`config.mk`:
```
export PLATFORM = sky130hd
export DESIGN_NAME = demux_1x2_stream
export DESIGN_NICKNAME = d
export VERILOG_FILES = /design/src/rtl/demux_1x2_stream.sv
export SDC_FILE = /design/constraint.sdc
export NUM_CORES = 1
export LEC_CHECK = 0
export BUFFER_PORTS_ARGS = -buffer_cell sky130_fd_sc_hd__buf_4
export CAP_MARGIN = 25
export CELL_PAD_IN_SITES_DETAIL_PLACEMENT = 1
export CELL_PAD_IN_SITES_GLOBAL_PLACEMENT = 1
export CORE_UTILIZATION = 45
export DETAILED_ROUTE_END_ITERATION = 6
export PLACE_DENSITY = 0.81
export SETUP_SLACK_MARGIN = 0.02
export SLEW_MARGIN = 10
export SYNTH_ARGS = -nofsm -noshare
export SYNTH_HDL_FRONTEND = slang
export SYNTH_SLANG_ARGS = --single-unit
```
`constraint.sdc`:
```
create_clock -name Clk -period 2.6 [get_ports Clk]
set_clock_uncertainty 0.05 [all_clocks]
set_input_delay 0.13 -clock Clk [delete_from_list [all_inputs] [get_ports Clk]]
set_output_delay 0.13 -clock Clk [all_outputs]
set_load 0.01 [all_outputs]
```
`src/rtl/demux_1x2_stream.sv`:
```
// demux_1x2_stream: registered 1-to-2 valid/ready stream demultiplexer.
// Each output channel owns a 2-entry FIFO so one stalled consumer never
// blocks words headed to the other channel. Channel index 1 = a, 0 = b,
// which lines up directly with in_sel.

module demux_1x2_stream_fifo #(
  parameter int DATAWIDTH = 16
) (
  input  logic                 Clk,
  input  logic                 Rst,
  input  logic                 i_push,
  input  logic [DATAWIDTH-1:0] i_data,
  input  logic                 i_ready,
  output logic [DATAWIDTH-1:0] o_data,
  output logic                 o_valid,
  output logic [1:0]           o_level,
  output logic                 o_full
);

  logic [1:0][DATAWIDTH-1:0] r_mem;
  logic                      r_wr_ptr;
  logic                      r_rd_ptr;
  logic [1:0]                r_count;
  logic                      w_push;
  logic                      w_pop;
  logic [1:0]                w_count_nxt;

  // A push into a full FIFO is dropped here as well, even though the
  // top already withholds in_ready; keeps the count inside 0..2.
  assign o_full  = (r_count == 2'd2);
  assign o_valid = (r_count != 2'd0);
  assign w_push  = i_push & ~o_full;
  assign w_pop   = o_valid & i_ready;
  assign o_data  = r_mem[r_rd_ptr];
  assign o_level = r_count;

  // Occupancy update: simultaneous push and pop leaves the count alone.
  always_comb begin
    w_count_nxt = r_count;
    case ({w_push, w_pop})
      2'b10:   w_count_nxt = r_count + 2'd1;
      2'b01:   w_count_nxt = r_count - 2'd1;
      default: w_count_nxt = r_count;
    endcase
  end

  // Storage, pointers and count; reset clears storage so the head reads 0.
  always_ff @(posedge Clk or posedge Rst) begin
    if (Rst) begin
      r_mem    <= '0;
      r_wr_ptr <= 1'b0;
      r_rd_ptr <= 1'b0;
      r_count  <= 2'd0;
    end else begin
      if (w_push) r_mem[r_wr_ptr] <= i_data;
      r_wr_ptr <= r_wr_ptr ^ w_push;
      r_rd_ptr <= r_rd_ptr ^ w_pop;
      r_count  <= w_count_nxt;
    end
  end

endmodule

module demux_1x2_stream #(
  parameter int DATAWIDTH = 16
) (
  input  logic                 Clk,
  input  logic                 Rst,
  input  logic [DATAWIDTH-1:0] in_data,
  input  logic                 in_sel,
  input  logic                 in_valid,
  output logic                 in_ready,
  output logic [DATAWIDTH-1:0] a_data,
  output logic                 a_valid,
  input  logic                 a_ready,
  output logic [1:0]           a_level,
  output logic [DATAWIDTH-1:0] b_data,
  output logic                 b_valid,
  input  logic                 b_ready,
  output logic [1:0]           b_level
);

  localparam int NUM_CH = 2;

  logic [NUM_CH-1:0][DATAWIDTH-1:0] w_data;
  logic [NUM_CH-1:0][1:0]           w_level;
  logic [NUM_CH-1:0]                w_valid;
  logic [NUM_CH-1:0]                w_full;
  logic [NUM_CH-1:0]                w_ready;
  logic [NUM_CH-1:0]                w_push;
  logic                             w_accept;

  // in_ready only looks at the target's registered count, never at the
  // consumer readys, so a full channel is refused even while it drains.
  assign in_ready = ~Rst & ~w_full[in_sel];
  assign w_accept = in_valid & in_ready;
  assign w_ready  = {a_ready, b_ready};

  genvar gi;
  generate
    for (gi = 0; gi < NUM_CH; gi++) begin : g_ch
      assign w_push[gi] = w_accept & (in_sel == gi[0]);

      demux_1x2_stream_fifo #(.DATAWIDTH(DATAWIDTH)) u_fifo (
        .Clk     (Clk),
        .Rst     (Rst),
        .i_push  (w_push[gi]),
        .i_data  (in_data),
        .i_ready (w_ready[gi]),
        .o_data  (w_data[gi]),
        .o_valid (w_valid[gi]),
        .o_level (w_level[gi]),
        .o_full  (w_full[gi])
      );
    end
  endgenerate

  assign a_data  = w_data[1];
  assign a_valid = w_valid[1];
  assign a_level = w_level[1];
  assign b_data  = w_data[0];
  assign b_valid = w_valid[0];
  assign b_level = w_level[0];

endmodule

```
=== After elaboration in Yosys (flattened, before gate mapping) ===
Index checks and enable logic that the tools add are counted.

* Register bits: 72
* Bits of input ports: 22
* Output and inout bits: 39
* Logic and storage cells: 64

* Add/subtract/negate cells: 4
* Order comparisons: 7
* Equality and inequality tests: 6
* Mux-type cells: 14
* Bitwise logic cells: 17
* Reduce and logical (&&, ||, !) cells: 6

{| class="wikitable"
|+ Operator list
! cell !! count
|-
| 16-bit 2-to-1 mux || 6
|-
| 32-bit bitwise mux || 2
|-
| 16-bit demux with 1-bit select || 2
|-
| 1-bit by 2-bit < comparator with 1-bit output (second input constant) || 5
|-
| 1-bit bitwise AND || 8
|-
| 2-bit equality test (second input constant) || 4
|-
| 2-bit one-hot mux with 2 select lines || 2
|-
| 2-bit nonzero test || 4
|-
| 1-bit NOT || 5
|-
| 2-bit by 1-bit adder with 2-bit output (second input constant) || 2
|-
| 2-bit by 1-bit equality test with 1-bit output (second input constant) || 2
|-
| 2-bit by 1-bit subtractor with 2-bit output (second input constant) || 2
|-
| 1-bit XOR || 4
|-
| 1-bit greater-or-equal comparator (second input constant) || 2
|-
| 1-bit logical AND || 2
|-
| 1-bit 2-to-1 mux || 2
|}

=== Longest topological paths before layout ===
Gate-level depths: netlist of the first run.

* Depth in word-level cells: 10
* Depth in mapped cells: 7
* Gate-level depth less buffers: 7

=== Cells and area by module ===
From an unflattened synthesis of the first run, not the netlist that was laid out.

* Cells, all modules: 219
* Area total of the unflattened synthesis: 3,313.2 sq um

{| class="wikitable"
|+ By module, submodules not included
! module !! instances !! cells each !! area an instance (sq um) !! sequential area each (sq um)
|-
| demux_1x2_stream_fifo || 2 || 107 || 1,634.1 || 900.9
|-
| demux_1x2_stream || 1 || 5 || 45.0 || 0.0
|}

=== Least setup slack after synthesis of the first run ===
No wires, ideal clock.

* Kind: input to register
* Start: in Rst
* End: reg g_ch[0].u_fifo.r_mem[10] (netlist bit)
* Library setup time: 125 ps
* Arrival time: 2,812 ps
* Data required time: 2,425 ps
* Path slack: -387 ps
* Cell stages on the path: 7
* Path buffers: 2
* Path through: inv_1 nand2_1 nor3_1 ha_1 buf_6 buf_6 mux2_2

* Cells in the longest elaborated chain, start to end: 5

{| class="wikitable"
|+ Ends and longest elaborated chain
! element !! line !! source
|-
| start: declaration || 68 || <nowiki>input logic Rst,</nowiki>
|-
| 1-bit NOT || 95 || <nowiki>assign in_ready = ~Rst & ~w_full[in_sel];</nowiki>
|-
| 1-bit bitwise AND || 95 ||
|-
| 1-bit bitwise AND || 96 || <nowiki>assign w_accept = in_valid & in_ready;</nowiki>
|-
| 1-bit bitwise AND || 102 || <nowiki>assign w_push[gi] = w_accept & (in_sel == gi[0]);</nowiki>
|-
| 1-bit bitwise AND || 32 || <nowiki>assign w_push = i_push & ~o_full;</nowiki>
|-
| end signal: indexed assignment || 55 || <nowiki>if (w_push) r_mem[r_wr_ptr] <= i_data;</nowiki>
|-
| end: declaration || 20 || <nowiki>logic [1:0][DATAWIDTH-1:0] r_mem;</nowiki>
|}

No other way between the ends.
A chain may end at the register's enable or synchronous reset.

=== Final worst setup path of the first run ===
* Start: reg g_ch[1].u_fifo.r_rd_ptr
* End: out a_data[8]

* Cells in the longest elaborated chain, start to end: 2

{| class="wikitable"
|+ Ends and longest elaborated chain
! element !! line !! source
|-
| start: declaration || 22 || <nowiki>logic r_rd_ptr;</nowiki>
|-
| start signal: assignment || 57 || <nowiki>r_rd_ptr <= r_rd_ptr ^ w_pop;</nowiki>
|-
| 16-bit 2-to-1 mux (not written as such) (2 in series) || 34 || <nowiki>assign o_data = r_mem[r_rd_ptr];</nowiki>
|-
| end: declaration || 73 || <nowiki>output logic [DATAWIDTH-1:0] a_data,</nowiki>
|}

No other way between the ends. The select of a mux whose other input is x is not followed.

==> metrics.md, run 1 <==
| Metric | Value |
|---|---|
| Status | `complete, no violations` |
| Postcts setup bufs | `0` |
| Wirelength per Cell | `18.1 um` |
| P&R area growth vs syn | `25.3%` |
| Clk sinks | `72` |
| Initial antenna violation count | `0` |
| Commonest cells post-synth | `mux2_2 (95), dfrtp_1 (72), buf_6 (12)` |
| Via Count | `1992` |
| Hold Vio Cnt, Final | `0` |
| Peak VDD IR | `0.509 mV` |
| Core area | `6910 um^2` |
| Number of port buffers | `60` |
| CTS tree | `built` |
| Worst EP arrival | `about 1800 ps` |
| Number of global-route vias before repair | `between 2000 and 2500` |
| Largest area contributor in the netlist | `dfrtp_1` |
| DIE AREA | `approximately 7600 um^2` |
| Vias per inst | `5.04` |
| Slowest cell on the critical path | `dfrtp_1` |
| Normalized max-slew margin | `about two fifths` |
| Synth Register Bits | `about 70` |
| Post-synth EDFFs | `0` |
| Crit-path cells | `mux2_2, buf_4` |
| Yosys warns | `0` |
| Mapped Cells | `~220` |
| Layout cells sized above 1 | `60.5%` |
| TritonCTS Buffers | `9` |
| CP Data Required Time | `around 2400 ps` |
| CTS max path bufs | `2` |
| Post-synthesis sequential area ratio | `between 50 and 60%` |
| Grt ovf | `0` |
| Num rows | `30` |
| Top-count cell post-synth | `mux2_2` |
| GRT Util Overall | `20.9%` |
| Starting Density | `47.5%` |
| DR iter-0 viols | `50` |
| Crit end category | `primary output` |
| Post-route setup slack | `around 580 ps` |
| Crit path time final | `a little over 2000 ps` |
| Max-cap violations | `0` |
| Worst path top cell family by delay | `flip-flops` |
| Leak | `about 1.9 nW` |
| Critical Path Source Type | `register` |
| Nets | `around 320` |
| Final wirelength | `roughly 7 mm` |
| Slowest stage delay, CP | `920 ps` |
| Top cell type's share of synthesized area | `approximately 55%` |
| Skew-Pair Late Insertion Delay | `around 340 ps` |
| Fin area | `just over 4000 um^2` |
| Die Y-Extent | `about 87 um` |
| Die width | `87.4 um` |
| Async SR Flop Fraction | `100%` |
| Largest net degree at the start of global routing | `73` |
| Setup TNS | `0 ps` |
| Synthesized area | `approximately 3300 um^2` |
| GPL Wtd Cong | `approximately 0.67` |
| First-pass GRT wire length | `roughly 11 mm` |
| Setup CP Type | `register to primary output` |
| Total inserted antenna cells | `0` |
| Max Slew Vio Count | `0` |
| Top_reg_cell synth | `dfrtp_1` |
| RSZ-0062 raised after global routing | `false` |
| Worst-path fanout max | `17` |
| WP buf/inv | `1` |
| Syn avg cell area | `15.2 um^2` |
| Pre-Repair DR Iteration Count | `4` |
| H-tree depth | `3` |
| Clk slew on worst S/H paths | `70 ps` |
| Clock Tree Root | `clkbuf_8` |
| Dpl cell area | `around 3800 um^2` |
| Pwr Density | `between 1000 and 1500 nW/um^2` |
| Setup Viol. Count Final | `0` |
| Synth area leaders | `dfrtp_1 (55%), mux2_2 (33%), buf_6 (4.1%)` |
| Ports | `around 60` |
| # DRC | `0` |
| Worst Hold Class | `input pin to register` |
| Crit share post-route | `between 70% and 80%` |
| Final HPWL DP | `4.52 mm` |
| Slew @ Worst Pin | `~900 ps` |
| Syn Nets | `about 240` |
| Post-Place Worst Slack | `between 700 and 800 ps` |
| Final ANT Viol Nets | `0` |
| Peak Freq | `495 MHz` |
| Synth unique cells | `18` |
## cell type report
class,count,area [um^2]
clock buffers,14,183
clock inverters,2,35.0
fillers,699,2800
inverters,6,26.3
multi-input cells,126,1320
flip-flops and latches,72,1800
well taps,96,120
repair buffers,79,623
## worst register-to-register path, stage by stage (launching register included)
cell,delay [ps]
dfrtp_1,410
nor2b_1,160
nor3_1,290
ha_1,230
buf_4,260
mux2_2,390
## layer usage
metal  routed length, um  track usage, %
met5                   0               0
met1                3060            25.2
met2                3730            36.2
met4                 108            9.84
met3                 255            3.89
## cells in the final DEF, fill, tap and decap left out, types with 2 or more instances in the layout
master / count
nor2b_1: 2
inv_1: 5
and2_4: 2
or2_1: 3
xor2_1: 4
nand2_1: 2
ha_1: 6
buf_4: 67
dfrtp_1: 72
mux2_2: 95
xnor2_1: 4
nor2_1: 2
dlygate4sd3_1: 12
clkbuf_8: 13
## report_power, final
group          total, W  leakage, nW  switching, W  internal, W
Combinational   0.00224        0.907      0.000843      0.00140
Clock          0.000948        0.113      0.000401     0.000547
Sequential      0.00210        0.867      0.000420      0.00168
Total           0.00529         1.89       0.00166      0.00363
## metrics by stage
step	utilization [%]	power, W	instances	hold slack [ps]
after floorplan	-	0.00344	216	232
after global placement	54.6	0.00424	367	342
after detailed placement	54.6	0.00435	367	346
after CTS	59.5	0.00536	395	3.08
after global routing	59.5	0.00561	395	8.39
final	59.5	0.00529	395	10.0
## registers in the layout, indices dropped and copies added (netlist names)
register,count
g_ch.u_fifo.o_level,4
g_ch.u_fifo.r_mem,64
g_ch.u_fifo.r_rd_ptr,2
g_ch.u_fifo.r_wr_ptr,2
## kinds of logic after synthesis
logic type | synth area share, %
multiplexers | 33.1
flip-flops | 54.9
buffers and inverters | 4.80
AND/OR/NAND/NOR | 2.67
XOR/XNOR | 2.13
adder cells (fa/ha/maj) | 2.29
AO/OA/AOI/OAI | 0.152
## final timing paths
| check | from | endpoint | slack (ps) | depth (start not counted) |
|---|---|---|---|---|
| max in group asynchronous | Rst | g_ch[1].u_fifo.r_mem[21]$_DFFE_PP0P_ | 1850 | 3 |
| min reg2reg | g_ch[0].u_fifo.r_mem[29]$_DFFE_PP0P_ | g_ch[0].u_fifo.r_mem[29]$_DFFE_PP0P_ | 450 | 1 |
| max reg2reg | g_ch[0].u_fifo.o_level[1]$_DFFE_PP0P_ | g_ch[0].u_fifo.r_mem[27]$_DFFE_PP0P_ | 680 | 5 |
| min in group asynchronous | Rst | g_ch[0].u_fifo.o_level[0]$_DFFE_PP0P_ | 50 | 3 |
| min | in_data[11] | g_ch[0].u_fifo.r_mem[11]$_DFFE_PP0P_ | 10 | 2 |
| max | g_ch[1].u_fifo.r_rd_ptr$_DFF_PP0_ | a_data[8] | 580 | 2 |
## timing repair
item                                   in CTS  in global routing
gates resized for setup                     0                  0
hold buffers                               12                  0
endpoints found under the hold margin      35                  0
Power figures use the tool's default switching activity.
==> inputs of run 2 (changes only) <==
Clock period 2.6 ns to 2.1 ns, I/O delays scaled along.
==> metrics.md, run 2 (synthesis gave the netlist of run 1 again) <==
| Metric | Value |
|---|---|
| Status | `complete, no violations` |
| Normalized max-slew margin | `around 40%` |
| Crit-path cells | `nor2b_1, nor3_2, ha_1, buf_12, mux2_2` |
| Vias per inst | `4.91` |
| Crit share post-route | `about nine tenths` |
| Leak | `about 1.9 nW` |
| CP Data Required Time | `roughly 2300 ps` |
| Reg-to-Reg Start | `g_ch[0].u_fifo.o_level[1]$_DFFE_PP0P_` |
| Peak Freq | `523 MHz` |
| Clk sinks | `around 70` |
| Setup Viol. Count Final | `0` |
| DR iter-0 viols | `56` |
| Wirelength per Cell | `around 18 um` |
| CTS max path bufs | `2` |
| Pwr Density | `roughly 1600 nW/um^2` |
| Total inserted antenna cells | `0` |
| Number of global-route vias before repair | `2288` |
| First-pass GRT wire length | `about 12 mm` |
| Slew @ Worst Pin | `902 ps` |
| Setup TNS | `0 ps` |
| Commonest non-fill, non-tap cell in the layout | `mux2_2` |
| Core area | `6910 um^2` |
| CTS tree | `built` |
| Max-cap violations | `0` |
| Number of port buffers | `60` |
| Max Slew Vio Count | `0` |
| Hold Vio Cnt, Final | `0` |
| Initial antenna violation count | `0` |
| Worst Hold Class | `input pin to register` |
| RSZ-0062 raised after global routing | `false` |
| H-tree depth | `3` |
| Postcts setup bufs | `0` |
| Grt ovf | `0` |
| Final HPWL DP | `roughly 4.8 mm` |
| Largest net degree at the start of global routing | `between 70 and 80` |
| Slowest cell on the critical path | `dfrtp_1` |
| Cells after DPL | `371` |
| Worst EP arrival | `2090 ps` |
| Crit end category | `register` |
| Via Count | `about 2000` |
| Setup CP Type | `register to register` |
| P&R area growth vs syn | `27.1%` |
| Non-Filler Instances | `402` |
| GPL Wtd Cong | `between 0.6 and 0.7` |
| Final wirelength | `~7.1 mm` |
| Critical Path Source Type | `register` |
| Slowest stage delay, CP | `about 410 ps` |
| Crit path time final | `about 1900 ps` |
| Clk slew on worst S/H paths | `70 ps` |
| Reg with most FFs | `g_ch.u_fifo.r_mem` |
| Skew-Pair Late Insertion Delay | `about 340 ps` |
| Layout cells sized above 1 | `between 60 and 70%` |
| Clock Tree Root | `clkbuf_8` |
| Setup crit start | `g_ch[0].u_fifo.o_level[1]$_DFFE_PP0P_` |
| Util after Layout | `between 60% and 70%` |
| Worst-path fanout max | `12` |
| Final ANT Viol Nets | `0` |
| Nets | `330` |
| Die Y-Extent | `between 80 and 90 um` |
| TritonCTS Buffers | `9` |
| Start point of the worst hold path | `a_ready` |
| Most frequent cells in the layout | `mux2_2 (95), dfrtp_1 (72), buf_4 (70)` |
| Num rows | `30` |
| Starting Density | `between 40% and 50%` |
| Final Power | `approximately 0.0065 W` |
| DIE AREA | `7640 um^2` |
| Pre-Repair DR Iteration Count | `3` |
| Die width | `roughly 87 um` |
| Final Hold Slack | `roughly 22 ps` |
| Peak VDD IR | `0.843 mV` |
| Ports | `61` |
| # DRC | `0` |
| Largest register FFs | `64` |
| GRT Util Overall | `between 20% and 30%` |
-- run 2: cell types whose count changed in the layout (fill, tap and decap cells not counted) --
cell           before  now
clkbuf_1            1    2
nor3_1              1    0
clkbuf_8           13   10
nand2_1             2    1
nand2_2             0    1
buf_12              0    1
clkinvlp_4          1    2
nor3_2              0    1
dlygate4sd3_1      12   16
buf_4              67   70
-- run 2: stage by stage --
stage                     instance area [um^2]  worst slack [ps]
final                                     4170               188
after global routing                      4170              90.7
after CTS                                 4170               168
after detailed placement                  3820               189
after global placement                    3820               345
after floorplan                           3290              -174
-- run 2: worst paths after layout --
check	to	slack [ps]	depth (start not counted)
worst max-delay path	g_ch[0].u_fifo.r_mem[14]$_DFFE_PP0P_	190	5
worst min-delay path	g_ch[1].u_fifo.r_rd_ptr$_DFF_PP0_	20	3
worst max register to register	g_ch[0].u_fifo.r_mem[14]$_DFFE_PP0P_	190	5
worst min register to register	g_ch[0].u_fifo.r_rd_ptr$_DFF_PP0_	420	1
max in group asynchronous	g_ch[0].u_fifo.r_mem[9]$_DFFE_PP0P_	1360	3
min in group asynchronous	g_ch[0].u_fifo.r_mem[28]$_DFFE_PP0P_	40	3
-- run 2: timing repair --
action	4_1_cts	5_1_grt
endpoints found under the hold margin	64	0
gates resized for setup	0	0
hold buffers	16	0
-- run 2: critical path: cells and delay by family, from the launching register on --
family | cells | cell delay [ps]
fa+ha+maj | 1 | 390
buf+inv | 1 | 190
flops | 1 | 410
mux | 1 | 340
simple gates | 2 | 420
-- run 2: cell type report --
cell class | count | area [um^2]
timing repair buffer | 87 | 706
clock buffer | 12 | 145
inverter | 6 | 26.3
fill | 698 | 2740
clock inverter | 3 | 42.5
multi-input combinational | 126 | 1330
tap | 96 | 120
sequential | 72 | 1800
-- run 2: per-layer routing --
layer	GRT usage, %	part of all wire, %	vias up
met5	0	0	-
met4	7.15	1.2	0
met3	4.64	3.6	9
met2	34.7	49	50
met1	27.4	46	996
li1	-	-	918
-- run 2: power breakdown --
part,internal (W),switching [W]
Sequential,0.00208,0.000380
Combinational,0.00178,0.00118
Clock,0.000574,0.000489
Total,0.00444,0.00205
